## src/rtl/div_result_bcd.sv

```systemverilog
// Converts a divider's binary quotient/remainder to 3-digit BCD with shift-add-3 (double dabble),
// capturing operands on the falling edge of the divider's Busy.
module div_result_bcd #(
  parameter bit STICKY_VALID = 1'b1
) (
  input  logic        clk,
  input  logic        rst,
  input  logic        Busy_In,
  input  logic [7:0]  In_Q,
  input  logic [7:0]  In_R,
  output logic [11:0] Out_QBCD,
  output logic [11:0] Out_RBCD,
  output logic        Valid,
  output logic        Conv_Busy,
  output logic        Overrun
);

  typedef enum logic {StIdle, StConv} state_e;

  state_e      state_q, state_d;
  logic        busy_prev_q;
  logic [2:0]  cnt_q, cnt_d;
  logic [7:0]  q_sh_q, q_sh_d, r_sh_q, r_sh_d;
  logic [11:0] q_acc_q, q_acc_d, r_acc_q, r_acc_d;
  logic [11:0] q_out_q, q_out_d, r_out_q, r_out_d;
  logic        valid_q, valid_d;
  logic        overrun_q, overrun_d;

  logic        capture;
  logic [11:0] q_adj, r_adj, q_acc_nxt, r_acc_nxt;

  function automatic logic [11:0] bcd_adj(input logic [11:0] a);
    logic [11:0] res;
    res = a;
    for (int i = 0; i < 3; i++) begin
      if (a[4*i +: 4] >= 4'd5) res[4*i +: 4] = a[4*i +: 4] + 4'd3;
    end
    return res;
  endfunction

  assign capture   = busy_prev_q & ~Busy_In;
  assign q_adj     = bcd_adj(q_acc_q);
  assign r_adj     = bcd_adj(r_acc_q);
  assign q_acc_nxt = {q_adj[10:0], q_sh_q[7]};
  assign r_acc_nxt = {r_adj[10:0], r_sh_q[7]};

  always_comb begin
    state_d   = state_q;
    cnt_d     = cnt_q;
    q_sh_d    = q_sh_q;
    r_sh_d    = r_sh_q;
    q_acc_d   = q_acc_q;
    r_acc_d   = r_acc_q;
    q_out_d   = q_out_q;
    r_out_d   = r_out_q;
    // Non-sticky Valid falls back to 0 one cycle after completion
    valid_d   = STICKY_VALID ? valid_q : 1'b0;
    overrun_d = capture && (state_q == StConv);
    case (state_q)
      StIdle: begin
        if (capture) begin
          q_sh_d  = In_Q;
          r_sh_d  = In_R;
          q_acc_d = '0;
          r_acc_d = '0;
          cnt_d   = '0;
          valid_d = 1'b0;
          state_d = StConv;
        end
      end
      StConv: begin
        q_acc_d = q_acc_nxt;
        r_acc_d = r_acc_nxt;
        q_sh_d  = {q_sh_q[6:0], 1'b0};
        r_sh_d  = {r_sh_q[6:0], 1'b0};
        cnt_d   = cnt_q + 3'd1;
        if (cnt_q == 3'd7) begin
          q_out_d = q_acc_nxt;
          r_out_d = r_acc_nxt;
          valid_d = 1'b1;
          state_d = StIdle;
        end
      end
      default: state_d = StIdle;
    endcase
  end

  always_ff @(posedge clk or posedge rst) begin
    if (rst) begin
      state_q     <= StIdle;
      busy_prev_q <= 1'b0;
      cnt_q       <= '0;
      q_sh_q      <= '0;
      r_sh_q      <= '0;
      q_acc_q     <= '0;
      r_acc_q     <= '0;
      q_out_q     <= '0;
      r_out_q     <= '0;
      valid_q     <= 1'b0;
      overrun_q   <= 1'b0;
    end else begin
      state_q     <= state_d;
      busy_prev_q <= Busy_In;
      cnt_q       <= cnt_d;
      q_sh_q      <= q_sh_d;
      r_sh_q      <= r_sh_d;
      q_acc_q     <= q_acc_d;
      r_acc_q     <= r_acc_d;
      q_out_q     <= q_out_d;
      r_out_q     <= r_out_d;
      valid_q     <= valid_d;
      overrun_q   <= overrun_d;
    end
  end

  assign Out_QBCD  = q_out_q;
  assign Out_RBCD  = r_out_q;
  assign Valid     = valid_q;
  assign Conv_Busy = (state_q == StConv);
  assign Overrun   = overrun_q;

endmodule

```

## config.mk

```make
export PLATFORM = sky130hd
export DESIGN_NAME = div_result_bcd
export DESIGN_NICKNAME = d
export VERILOG_FILES = /design/src/rtl/div_result_bcd.sv
export SDC_FILE = /design/constraint.sdc
export NUM_CORES = 1
export LEC_CHECK = 0
export BUFFER_PORTS_ARGS = -buffer_cell sky130_fd_sc_hd__buf_4
export CAP_MARGIN = 5
export CORE_ASPECT_RATIO = 1.1
export CORE_MARGIN = 4
export CORE_UTILIZATION = 45
export CTS_CLUSTER_DIAMETER = 150
export DETAILED_ROUTE_END_ITERATION = 10
export PLACE_DENSITY = 0.71
export REMOVE_ABC_BUFFERS = 1
export SYNTH_ARGS = -nofsm -noshare
export SYNTH_HDL_FRONTEND = slang
export SYNTH_SLANG_ARGS = --single-unit
```

## constraint.sdc

```tcl
create_clock -name clk -period 3 [get_ports clk]
set_clock_uncertainty 0.05 [all_clocks]
set_input_delay 0.15 -clock clk [delete_from_list [all_inputs] [get_ports clk]]
set_output_delay 0.15 -clock clk [all_outputs]
set_load 0.01 [all_outputs]
```

## Word level (Yosys, flattened, before mapping)

Index checks and enable logic that the tools add are counted.

- Register bits: 71
- Bits in latches: 0
- Bits in writable memories: 0
- Bits in read-only memories: 0
- Input port bits: 19
- Output and inout bits: 27
- Logic and storage cells: 54
- Memories: 0

- Add/sub/neg operators: 7
- Multipliers: 0
- Div/mod/pow operators: 0
- Magnitude comparators: 6
- Equal/unequal tests: 3
- Shift operators: 0
- Multiplexer cells: 21
- Bitwise gates (word level): 3
- Reduce and logical (&&, ||, !) cells: 3

Operator list:

| operator | number |
|---|---|
| $pmux W12 S2 | 2 |
| $pmux W8 S2 | 2 |
| $ge A4 B3 Y1 const B | 6 |
| $add A4 B2 Y4 const B | 4 |
| $mux W4 | 4 |
| $mux W8 | 2 |
| $mux W12 | 1 |
| $mux W3 | 3 |
| $add A3 B2 Y3 const B | 2 |
| $pmux W3 S2 | 1 |
| $mux W1 | 4 |
| $pmux W1 S2 | 2 |
| $reduce_and A2 Y1 | 2 |
| $add A3 B1 Y3 const B | 1 |
| $eq A3 B3 Y1 const B | 1 |
| $ne A2 B1 Y1 const B | 1 |
| $ne A2 B2 Y1 const B | 1 |
| $not A1 Y1 | 2 |
| $and A1 B1 Y1 | 1 |
| $logic_and A1 B1 Y1 | 1 |

## Depth between registers and ports, before layout

Gate-level depths: netlist (run 1).

- Depth in word-level cells: 4
- Gate-level depth with buffers: 7
- Mapped depth without buffers: 5

## Least setup slack after synthesis (run 1)

Ideal clock, no wire load.

- Path kind: flip-flop to flip-flop
- From: reg cnt_q[0]
- To: reg r_out_q[9], in the netlist Out_RBCD[9]
- Library setup time: 126 ps
- Arrival time: 1497 ps
- Required time: 2824 ps
- Slack: 1327 ps
- Stages on the path, launching flop included: 8
- Buffers on the path: 2
- Clock period less this slack: 1673 ps
- Cell sequence: dfrtp_1 ha_1 ha_1 and2_1 clkbuf_2 buf_2 a31oi_1 nand3_1

- Cells in the longest elaborated chain, start to end: 2

RTL lines:

| what | RTL line | text |
|---|---|---|
| start: declaration | 22 | `logic [2:0] cnt_q, cnt_d;` |
| start signal: assignment | 104 | `cnt_q <= cnt_d;` |
| $eq A3 B3 Y1 | 77 | `if (cnt_q == 3'd7) begin` |
| $reduce_and A2 Y1 (no line) | n/a |  |
| end signal: assignment | 110 | `r_out_q <= r_out_d;` |
| end: declaration | 25 | `logic [11:0] q_out_q, q_out_d, r_out_q, r_out_d;` |

No other way between the ends.
A chain may end at the register's enable or synchronous reset.

## Worst setup path in the final report (run 1)

- From: reg cnt_q[0]
- To: reg q_out_q[8], in the netlist Out_QBCD[8]

- Cells in the longest elaborated chain, start to end: 2

RTL lines:

| what | RTL line | text |
|---|---|---|
| $eq A3 B3 Y1 | 77 |  |
| $reduce_and A2 Y1 (no line) | n/a |  |
| end signal: assignment | 109 | `q_out_q <= q_out_d;` |
| end: declaration | 25 |  |

No other way between the ends.

==> flow_results.org, run 1 <==
** Synthesis
- Counting every instance in the synthesized netlist gives 396.
- Synthesis Warnings :: 0
- Synth area leader :: dfrtp_1
- Of the post-synthesis cell area, the dominant cell type holds 0.474.
- Of all flip-flops after synthesis, the portion carrying an async set or reset was 1.00.
- Average instance area after synthesis :: 9.47 µm²
- The share of the Yosys chip area taken by registers is 0.474.
- Counting flops and latches in the post-synthesis netlist gives 71.
- Dominant cells by area after synthesis :: dfrtp_1 47%, nand2_1 6.7%, ha_1 4.7%
- EDFF count, synth :: 0
- In the synthesized netlist the dominant register cell turns out to be dfrtp_1.
- The number of different library cells used by synthesis comes to 35.
- The cell area that synthesis handed to floorplanning was 3750 µm².

** Detailed routing
- The first TritonRoute pass finished after 4 iterations.
- Total routed wirelength :: 8180 µm
- The detail route stage leaves a number of antenna-violating nets equal to 0.
- Using the TritonRoute via totals, the vias-per-cell ratio works out to 5.64.
- DRC violation count after routing :: 0
- For this block, the initial DRC count from the detailed router was 134.
- Detailed routing inserted a total of 3038 vias.
- After detailed routing, the average wire length per cell comes to 15.2 µm.

** Critical path
- Critical path launch point :: cnt_q[0]
- Startpoint type of the worst setup path :: flip-flop
- CP peak stage delay :: 0.64 ns
- Required time at the worst-slack endpoint :: 3.23 ns
- Counting stages on the worst path, the most repeated cell is ha_1.
- Walking the worst path, the cells encountered are ha_1, ha_1, nand2_2, or4_1, nand3_1.
- Classification of the worst setup path :: flip-flop to flip-flop
- Worst Path Arrival :: 2.34 ns
- The startpoint identified for the worst register-to-register timing path is cnt_q[0].
- CP endpoint kind :: flip-flop
- CP max FO :: 34
- Highest-delay cell along the critical path :: or4_1

** Layout
- N_diodes :: 0
- For this run, the share of the core covered by cells in the final layout is 0.549.
- FILL cells :: 748
- The finished cells cover 4390 µm².
- In the final design database the tool counted 459 nets.
- Share of layout cells above drive strength 1 :: 0.162
- From synthesis to final layout, the design area changed by 17.1%.

** Power and ir drop
- Leakage component of the power :: 1.94 nW
- Worst IR Drop VDD :: 0.432 mV
- Overall power of the completed layout :: 0.00468 W
- Power Dens Cells :: 1070 nW/µm²

** CTS
- Clock latency on the worst-skew pair :: 0.34 ns
- H-Tree Depth :: 3
- Clock-pin slew was measured on the worst setup and hold paths at 0.07 ns.
- The tree is rooted in a clkbuf_8.
- The tree built by TritonCTS fans out to 71 sinks.
- No sink is reached through more buffers than the 2 on the longest clock path.
- CTS tree :: done
- Number of buffers inserted during clock tree synthesis :: 9

** Global route
- The via count of the first global-routing pass is 2879.
- Global-route congestion overflow total :: 0
- Entering global routing, the biggest net connects 72 pins.
- Antenna violations before repair :: 0
- GRT Overall Usage :: 0.175
- First-pass GRT wire length :: 13800 µm

** Timing
- Final hold vios :: 0
- Max-slew violations :: 0
- Tmin final :: 2.12 ns
- Setup violations remaining at the end of the flow were counted as 0.
- Setup repair after global routing left no endpoint under its margin.
- Summed over all failing endpoints, the final setup total negative slack is 0 ns.
- For this run, the top clock speed supported by timing is 0.472 GHz.
- Part of the cycle the worst path needs :: 0.706
- For the pin with the worst max-slew slack, the measured transition is 0.974 ns.
- In this run the tightest slew margin relative to its limit is 0.351.

** Floorplan
- The initial utilization of the core area, before any placement, comes to 0.469.
- Die span in x :: 95.0 µm
- The initialized floorplan defines 34 standard-cell rows.
- Placeable Area :: 8000 µm²
- From bottom edge to top edge, the die measures 104 µm.
- Pin placement for this block handled 46 I/O pins.
- The die covers 9860 µm².

** Run status
- Run status :: complete, no violations

** Hold path
- The startpoint identified for the worst hold timing path is In_R[7].
- Type of the worst min-delay path :: input port to flip-flop

** Job
- Max cap viols :: 0

** Place
- The count of buffers added on input and output ports is 45.
- Final HPWL from detailed placement :: 5300 µm
- GPL Wtd Cong :: 0.802
- Total cell area at the placement stage :: 4100 µm²
[state kept, by name, summed over array words and instances (netlist names)]
| name | count |
|---|---|
| q_acc_q | 12 |
| r_acc_q | 12 |
| Conv_Busy | 1 |
| Out_RBCD | 12 |
| busy_prev_q | 1 |
| Overrun | 1 |
| cnt_q | 3 |
| q_sh_q | 8 |
| Valid | 1 |
| Out_QBCD | 12 |
| r_sh_q | 8 |
[critical path, delay by kind of cell, from the launching register on]
kind / cells / cell delay, ns
flops: 1 / 0.37
fa+ha+maj: 2 / 0.46
simple gates: 3 / 1.17
[per-stage QoR]
step	instances	hold slack, ns	setup slack, ns
after floorplan	362	0.131	0.149
after global placement	519	0.221	0.995
after detailed placement	519	0.226	0.894
after CTS	539	0.0384	0.873
after global routing	539	0.0432	0.764
final	539	0.0524	0.883
[report_power, final]
part,total (W),internal [W],switching (W)
Sequential,0.00181,0.00136,0.000452
Clock,0.000928,0.000572,0.000356
Combinational,0.00194,0.000842,0.00110
[kinds of logic after synthesis]
family	synth area share
mux	0.0401
compound gates	0.197
simple gates	0.185
buf+inv	0.0577
flops	0.474
fa+ha+maj	0.0467
[layout make-up]
| cell class | instances | area [µm²] | area share |
|---|---|---|---|
| clock buffers | 10 | 138 | 0.0314 |
| clock inverters | 6 | 108 | 0.0245 |
| inverters | 14 | 52.6 | 0.0120 |
| multi-input cells | 277 | 1760 | 0.401 |
| flip-flops and latches | 71 | 1780 | 0.405 |
| well taps | 108 | 135 | 0.0308 |
| repair buffers | 53 | 420 | 0.0958 |
[path summary, 6_finish.rpt]
| check | end | slack, ns | depth (start not counted) |
|---|---|---|---|
| max | Out_QBCD[8] | 0.88 | 5 |
| min | r_sh_q[7] | 0.05 | 3 |
| max reg2reg | Out_QBCD[8] | 0.88 | 5 |
| min reg2reg | r_sh_q[6] | 0.43 | 2 |
| max in group asynchronous | Conv_Busy | 2.20 | 4 |
| min in group asynchronous | r_sh_q[1] | 0.40 | 4 |
[cells in the final DEF, fill, tap and decap left out, types with 3 or more instances in the layout]
master	instances
dfrtp_1	70
nand4_1	8
a21oi_1	11
nand2_1	67
clkbuf_8	10
ha_1	14
bufinv_16	3
nor3b_1	6
a2111o_1	10
mux2i_1	15
a31oi_1	8
a211oi_1	6
o31ai_1	14
nand2b_1	9
inv_1	12
or4_1	8
nor2_1	3
buf_4	48
nand3_1	27
and3b_1	3
o22ai_1	6
o311ai_0	6
a21boi_0	5
nor2b_1	6
dlygate4sd3_1	4
o21ai_0	34
[timing repair]
| item | in CTS | in global routing |
|---|---|---|
| hold buffers | 4 | 0 |
| hold endpoints to repair | 74 | 0 |
| resized for setup | 0 | 0 |
| setup buffers | 0 | 0 |
[cells in the mapped netlist, types with 9 or more instances]
master and number:
dfrtp_1 71, a21oi_1 11, mux2i_1 15, a2111o_1 10, nand2_1 67, inv_1 13
ha_1 14, clkbuf_1 14, o21ai_0 34, nand3_1 27, o31ai_1 14, buf_2 15
nand2b_1 9
[routing by layer]
layer  vias up  GRT usage  wire length [µm]
met5         -          0                 0
met4         0     0.0515               119
met3        15     0.0508               410
met2        66      0.282              3960
met1      1462      0.227              3690
li1       1495          -                 -
Note: power is estimated with default switching activity, not from simulation.
==> run 2: changes to the inputs <==
==> constraint.sdc (replaced) <==
create_clock -name clk -period 2.17 [get_ports clk]
set_clock_uncertainty 0.05 [all_clocks]
set_input_delay 0.1085 -clock clk [delete_from_list [all_inputs] [get_ports clk]]
set_output_delay 0.1085 -clock clk [all_outputs]
set_load 0.01 [all_outputs]
==> run 2 against run 1 <==
First-iteration DRC count is 37% higher. Cell count grew 3.0%. Core utilization is 1.5 points higher. Critical path depth is 1 higher. Worst hold slack worse by 0.044 ns. Worst setup slack got worse by 0.61 ns. Combinational power rose by 43%. Via count is 3.7% higher. Final area is 2.7% higher. Count of clock-buffer cells in the layout stayed put. Die area is the same. Register-to-register slack got worse by 0.61 ns. Largest cell class unchanged. Largest power group unchanged.
==> flow_results.org, run 2 (synthesis results as in run 1) <==
** CTS
- The clock transition at the registers of the reported paths is 0.08 ns (was 0.07 ns).
- The clock insertion delay at the later pin of the skew report was 0.35 ns (was 0.34 ns).
- The total number of clock tree sinks came to 71 (unchanged).
- The deepest level of the CTS H-tree was 3 (unchanged).
- CTS tree :: done (unchanged)
- The hold buffer count at cts came to 14 (was 4).
- The number of resized instances in the post-cts repair step is 0 (unchanged).
- Number of buffers inserted during clock tree synthesis :: 9 (unchanged)
- The clock root buffer master is clkbuf_8 (unchanged).
- Setup Buffers After CTS :: 0 (unchanged)
- Maximum count of clock buffers along a single path :: 2 (unchanged)

** Layout
- The layout cell share with drive strength beyond 1 was 0.170 (was 0.162).
- Leading cell types in the layout, fill and taps excluded: 70 x dfrtp_1, 67 x nand2_1, 53 x buf_4 (was 70 x dfrtp_1, 67 x nand2_1, 48 x buf_4).
- Post-layout nets :: 475 (was 459)
- Most common library cell in the layout ignoring fill and taps :: dfrtp_1 (unchanged)
- The number of inserted diodes was 0 (unchanged).
- Layout area overhead :: 20.3% (was 17.1%)

** Timing
- The highest achievable clock rate is 0.527 GHz (was 0.472 GHz).
- Part of the cycle the worst path needs :: 0.874 (was 0.706)
- Fin worst setup slack :: 0.274 ns (was 0.883 ns)
- Tmin final :: 1.90 ns (was 2.12 ns)
- The relative max-transition margin was 0.533 (was 0.351).
- The final-report setup violation count was 0 (unchanged).
- Final hold vios :: 0 (unchanged)
- Max-slew violations :: 0 (unchanged)
- The measured slew at the worst slew-check pin came to 0.700 ns (was 0.974 ns).
- Unrepaired setup endpoints after global routing :: no (unchanged)
- Worst hold slack :: 0.00832 ns (was 0.0524 ns)

** Hold path
- The startpoint of the most critical hold path is In_R[3] (was In_R[7]).
- The worst min-delay path endpoint is r_sh_q[3] (was r_sh_q[7]).
- Depth of the worst hold-timing path :: 3 (unchanged)
- The path class of the lowest-slack min-delay path is input port to flip-flop (unchanged).

** Floorplan
- The I/O pin count was 46 (unchanged).
- Starting Density :: 0.469 (unchanged)
- Area of the die :: 9860 µm² (unchanged)
- The horizontal extent of the die is 95.0 µm (unchanged).
- The overall die height is 104 µm (unchanged).
- Cell row count :: 34 (unchanged)
- The area of the core region is 8000 µm² (unchanged).

** Global route
- The wire length of the first global-routing pass is 14700 µm (was 13800 µm).
- Global-route congestion overflow total :: 0 (unchanged)
- The number of antenna violations at the first check in global routing is 0 (unchanged).
- The total global-route track usage was 0.186 (was 0.175).
- The maximum number of pins on one net before global-route repair was 50 (was 72).
- Vias in the first global route :: 3026 (was 2879)

** Run status
- Run status :: complete, no violations (unchanged)

** Critical path
- Worst R2R End :: Out_RBCD[1] (was Out_QBCD[8])
- The data required time of the worst path came to 2.35 ns (was 3.23 ns).
- Library cell appearing most often on the critical path :: ha_1 (unchanged)
- Reg-to-Reg Start :: cnt_q[0] (unchanged)
- CP peak stage delay :: 0.37 ns (was 0.64 ns)
- The type of the worst setup path is flip-flop to flip-flop (unchanged).
- CP max FO :: 15 (was 34)
- The data arrival time of the worst path came to 2.07 ns (was 2.34 ns).
- Count of cells along the worst register-to-register path :: 6 (was 5)
- Startpoint type of the worst setup path :: flip-flop (unchanged)
- Setup slack, reg-to-reg :: 0.27 ns (was 0.88 ns)
- The largest delay contributor family on the critical path was adder cells (was simple AND/OR/NAND/NOR gates).
- The critical path capture point type is a flip-flop (unchanged).
- Highest-delay cell along the critical path :: dfrtp_1 (was or4_1)
- Sequence of cells on the critical path :: ha_1, ha_1, nand2_2, buf_4, a2111o_1, o311ai_0 (was ha_1, ha_1, nand2_2, or4_1, nand3_1)
- The count of buffering cells on the critical path with inverters included is 1 (was 0).

** Place
- The placer's final routability congestion estimate was 0.790 (was 0.802).
- The setup slack after placement came to 0.287 ns (was 0.894 ns).
- Final HPWL from detailed placement :: 5680 µm (was 5300 µm)
- Port Buffers :: 45 (unchanged)

** Power and ir drop
- Leakage component of the power :: 1.99 nW (was 1.94 nW)
- The total power density per cell area is 1410 nW/µm² (was 1070 nW/µm²).
- Worst IR Drop VDD :: 0.550 mV (was 0.432 mV)

** Detailed routing
- Violation count after the first detailed-routing iteration :: 184 (was 134)
- Number of nets still failing antenna checks after routing :: 0 (unchanged)
- The count of vias placed by the detailed router is 3150 (was 3038).
- The total wire length after detailed routing is 8470 µm (was 8180 µm).
- DRC violation count after routing :: 0 (unchanged)
- Via count normalized by instance count :: 5.68 (was 5.64)
- The first-pass iteration count of the detailed router is 4 (unchanged).
- WL/cell :: 15.3 µm (was 15.2 µm)

** Job
- Max cap viols :: 0 (unchanged)
-- run 2: cell types whose count changed in the layout (fill, tap and decap cells not counted), moves of 2 or more --
cell,change
dlygate4sd3_1,+10
clkinv_4,+2
bufinv_16,-2
buf_4,+5
-- run 2: how the worst max path moves through the flow --
stage,endpoint,startpoint,cells past startpoint,slack [ns]
floorplan,Out_QBCD[4],Conv_Busy,3,-0.68
global placement,Out_QBCD[9],cnt_q[0],5,0.36
detailed placement,Out_QBCD[9],cnt_q[0],5,0.29
CTS,Out_RBCD[1],cnt_q[0],6,0.27
global route,Out_RBCD[1],cnt_q[0],6,0.14
finish,Out_RBCD[1],cnt_q[0],6,0.27
-- run 2: per-stage QoR --
step                      TNS (ns)  power, W  cells  cell area [µm²]  utilization
after detailed placement         0   0.00527    525             4160        0.520
after global routing             0   0.00695    555             4510        0.564
final                            0   0.00637    555             4510        0.564
after floorplan             -17.19   0.00424    362             3580            -
after CTS                        0   0.00643    555             4510        0.564
after global placement           0   0.00517    525             4160        0.520
-- run 2: metal layers --
metal  up-vias  part of all wire  GRT usage
met2        67              0.49      0.291
met4         0             0.015     0.0629
met5         -                 0          0
li1       1532                 -          -
met3        13             0.038     0.0413
met1      1538              0.46      0.253
-- run 2: cell type report --
type                    count  area [µm²]
flip-flops and latches     71        1780
multi-input cells         277        1760
fillers                   747        3490
repair buffers             69         578
inverters                  14        52.6
clock inverters             6        68.8
clock buffers              10         138
well taps                 108         135
-- run 2: tightest hold or removal path: cells and delay by family --
kind	cells	cell delay, ns
muxes	1	0.05
buffers and inverters	1	0.08
AOI/OAI and AO/OA	1	0.14
-- run 2: power by group --
part	leakage [nW]	internal, W	switching, W	total [W]
Combinational	0.991	0.00122	0.00156	0.00278
Clock	0.103	0.000568	0.000540	0.00111
Sequential	0.901	0.00188	0.000601	0.00248
==> run 3: changes to the inputs <==
--- a/config.mk
+++ b/config.mk
@@ -10,10 +10,10 @@
 export CORE_ASPECT_RATIO = 1.1
 export CORE_MARGIN = 4
 export CORE_UTILIZATION = 45
+export CTS_BUF_LIST = sky130_fd_sc_hd__clkbuf_8
 export CTS_CLUSTER_DIAMETER = 150
 export DETAILED_ROUTE_END_ITERATION = 10
 export PLACE_DENSITY = 0.71
-export REMOVE_ABC_BUFFERS = 1
 export SYNTH_ARGS = -nofsm -noshare
 export SYNTH_HDL_FRONTEND = slang
 export SYNTH_SLANG_ARGS = --single-unit
==> constraint.sdc (replaced) <==
create_clock -name clk -period 2.1 [get_ports clk]
set_clock_uncertainty 0.05 [all_clocks]
set_input_delay 0.105 -clock clk [delete_from_list [all_inputs] [get_ports clk]]
set_output_delay 0.105 -clock clk [all_outputs]
set_load 0.01 [all_outputs]
==> run 3 against run 2 <==
Cell count shrank 0.54%. Critical path depth did not move. Worst setup slack got worse by 0.016 ns. Worst hold slack worse by 0.00065 ns. Global-route usage shrank 0.82 points. Combinational power rose by 3%. Wire length is 2.3% lower. Die area unchanged.
==> flow_results.org, run 3 (synthesis results as in run 1) <==
** Run status
- Run status :: complete, no violations (unchanged)

** CTS
- The deepest level of the CTS H-tree was 3 (unchanged).
- Number of buffers inserted during clock tree synthesis :: 9 (unchanged)
- Post-cts repair resize count :: 0 (unchanged)
- Maximum count of clock buffers along a single path :: 2 (unchanged)
- The clock insertion delay at the later pin of the skew report was 0.35 ns (about the same).
- Cell chosen for the clock root :: clkbuf_8 (unchanged)
- CTS tree :: done (unchanged)
- Total clock sinks :: 71 (unchanged)
- The clock transition at the registers of the reported paths was 0.08 ns (about the same).

** Timing
- The measured slew at the worst slew-check pin came to 0.608 ns (was 0.700 ns).
- Worst hold slack :: 0.00767 ns (was 0.00832 ns)
- Final hold vios :: 0 (unchanged)
- The final period demand of the worst path came to 1.84 ns (was 1.90 ns).
- Unrepaired setup endpoints after global routing :: no (unchanged)
- The number of slew-limit violations in the final report came to 0 (unchanged).
- The highest achievable clock rate came to 0.543 GHz (was 0.527 GHz).
- The final-report setup violation count is 0 (unchanged).
- The setup TNS was 0 ns (unchanged).
- The relative max-transition margin was 0.595 (was 0.533).
- The share of the cycle needed by the critical path after routing came to 0.877 (was 0.874).

** Detailed routing
- Pre-antenna DRT Iters :: 4 (unchanged)
- The via-per-instance ratio came to 5.53 (was 5.68).
- The number of antenna-violating nets in the routed design is 0 (unchanged).
- The number of remaining DRC errors is 0 (unchanged).
- Violation count after the first detailed-routing iteration :: 143 (was 184)
- The count of vias placed by the detailed router was 3050 (was 3150).
- The total wire length after detailed routing was 8280 µm (was 8470 µm).
- The wire length per cell after detailed routing was 15.0 µm (was 15.3 µm).

** Floorplan
- Number of top-level design ports :: 46 (unchanged)
- Cell row count :: 34 (unchanged)
- The horizontal extent of the die came to 95.0 µm (unchanged).
- The area of the core region is 8000 µm² (unchanged).
- Area of the die :: 9860 µm² (unchanged)
- Floorplan die height :: 104 µm (unchanged)
- The starting density of the core was 0.469 (unchanged).

** Critical path
- The largest delay contributor family on the critical path is compound AO/OA/AOI/OAI gates (was adder cells).
- CP endpoint kind :: flip-flop (unchanged)
- The data required time of the worst path came to 2.28 ns (was 2.35 ns).
- Library cell appearing most often on the critical path :: ha_1 (unchanged)
- The nature of the critical path startpoint is a flip-flop (unchanged).
- Setup slack, reg-to-reg :: 0.26 ns (was 0.27 ns)
- Worst R2R End :: Out_RBCD[1] (unchanged)
- Count of cells along the worst register-to-register path :: 6 (unchanged)
- The count of buffering cells on the critical path with inverters included is 1 (unchanged).
- The type of the worst setup path is flip-flop to flip-flop (unchanged).
- The biggest fanout along the worst timing path was 25 (was 15).
- Highest-delay cell along the critical path :: dfrtp_1 (unchanged)
- The source of the worst register-to-register timing path is cnt_q[0] (unchanged).
- CP peak stage delay :: 0.36 ns (was 0.37 ns)
- Sequence of cells on the critical path :: ha_1, ha_1, nand2_2, buf_4, a2111o_1, o311ai_0 (unchanged)
- Worst Path Arrival :: 2.02 ns (was 2.07 ns)

** Layout
- Multi-input logic area :: 1760 µm² (unchanged)
- Leading cell types in the layout, fill and taps excluded: 70 x dfrtp_1, 67 x nand2_1, 56 x buf_4 (was 70 x dfrtp_1, 67 x nand2_1, 53 x buf_4).
- The area of all sequential standard cells was 1780 µm² (unchanged).
- N_diodes :: 0 (unchanged)
- Layout area overhead :: 20.4% (was 20.3%)
- Share of layout cells above drive strength 1 :: 0.173 (was 0.170)
- The number of nets in the layout was 472 (was 475).
- FILL cells :: 767 (was 747)
- Most common library cell in the layout ignoring fill and taps :: dfrtp_1 (unchanged)
- Non-filler instance count after layout :: 552 (was 555)

** Power and ir drop
- Sequential share of power :: 0.373 (was 0.390)
- Clock Power Share :: 0.209 (was 0.174)
- The total power density per cell area is 1520 nW/µm² (was 1410 nW/µm²).
- Switching component of the power :: 0.00275 W (was 0.00270 W)
- The peak supply drop was 0.617 mV (was 0.550 mV).
- The share of total power consumed by net switching is 0.401 (was 0.425).
- The leakage power was 2.01 nW (was 1.99 nW).
- Share of total power in combinational logic :: 0.418 (was 0.437)
- The cell internal power dissipation came to 0.00411 W (was 0.00367 W).

** Global route
- First-pass GRT wire length :: 14100 µm (was 14700 µm)
- GRT Overall Usage :: 0.178 (was 0.186)
- The number of antenna violations at the first check in global routing was 0 (unchanged).
- The via count of the first global-routing pass was 2993 (was 3026).
- Global-route congestion overflow total :: 0 (unchanged)
- Largest net degree at the start of global routing :: 72 (was 50)

** Place
- Final HPWL from detailed placement :: 5530 µm (was 5680 µm)
- The total of buffers placed on input and output ports is 45 (unchanged).
- The placer's final routability congestion estimate was 0.796 (was 0.790).
- DP Cell Count :: 527 (was 525)

** Hold path
- Beginning of the worst hold path :: In_Q[5] (was In_R[3])
- Depth of the worst hold-timing path :: 3 (unchanged)
- The worst min-delay path endpoint was q_sh_q[5] (was r_sh_q[3]).
- The path class of the lowest-slack min-delay path was input port to flip-flop (unchanged).

** Synthesis
- Post-synthesis net count :: 429

** Job
- Max cap viols :: 0 (unchanged)
run 3: worst register-to-register path: stages (launching register included):
cell	delay [ns]
dfrtp_1	0.36
ha_1	0.15
ha_1	0.21
nand2_2	0.30
buf_4	0.28
a2111o_1	0.28
o311ai_0	0.11
run 3: area by class of cell:
type | count | area share
timing repair buffer | 66 | 0.118
clock buffer | 9 | 0.0274
clock inverter | 7 | 0.0302
inverter | 14 | 0.0116
tap | 108 | 0.0299
multi-input combinational | 277 | 0.389
sequential | 71 | 0.394
run 3: how the worst max path moves through the flow:
stage / depth (start not counted) / startpoint / slack [ns] / to
floorplan: 1 / rst / 0.15 / Conv_Busy
global placement: 6 / cnt_q[0] / 0.32 / Out_RBCD[1]
detailed placement: 6 / cnt_q[0] / 0.25 / Out_RBCD[1]
CTS: 6 / cnt_q[0] / 0.24 / Out_RBCD[1]
global route: 5 / cnt_q[0] / 0.07 / Out_QBCD[1]
finish: 6 / cnt_q[0] / 0.26 / Out_RBCD[1]
run 3: per-layer routing:
metal,up-vias,global-route usage,wire length [µm]
met5,-,0,0
met4,0,0.0742,137
met3,11,0.0384,453
met2,81,0.279,3800
met1,1428,0.235,3880
li1,1530,-,-
run 3: repair_timing:
item                      CTS  global route
hold endpoints to repair   79             0
hold buffers                9             0
setup buffers               0             0
run 3: metrics by stage:
stage	setup WS [ns]	power, W	cell area [µm²]	util
finish	0.258	0.00687	4510	0.564
detailed placement	0.245	0.00545	4160	0.521
floorplan	0.148	0.00457	3750	-
CTS	0.240	0.00692	4510	0.564
global route	0.0741	0.00746	4510	0.564
global placement	0.323	0.00534	4160	0.521
run 3: power by group through the flow:
stage / clock network (W) / logic, W / registers [W]
floorplan: 0 / 0.00224 / 0.00233
global placement: 0 / 0.00278 / 0.00256
detailed placement: 0 / 0.00288 / 0.00258
CTS: 0.00146 / 0.00290 / 0.00256
global route: 0.00152 / 0.00328 / 0.00266
finish: 0.00143 / 0.00287 / 0.00256
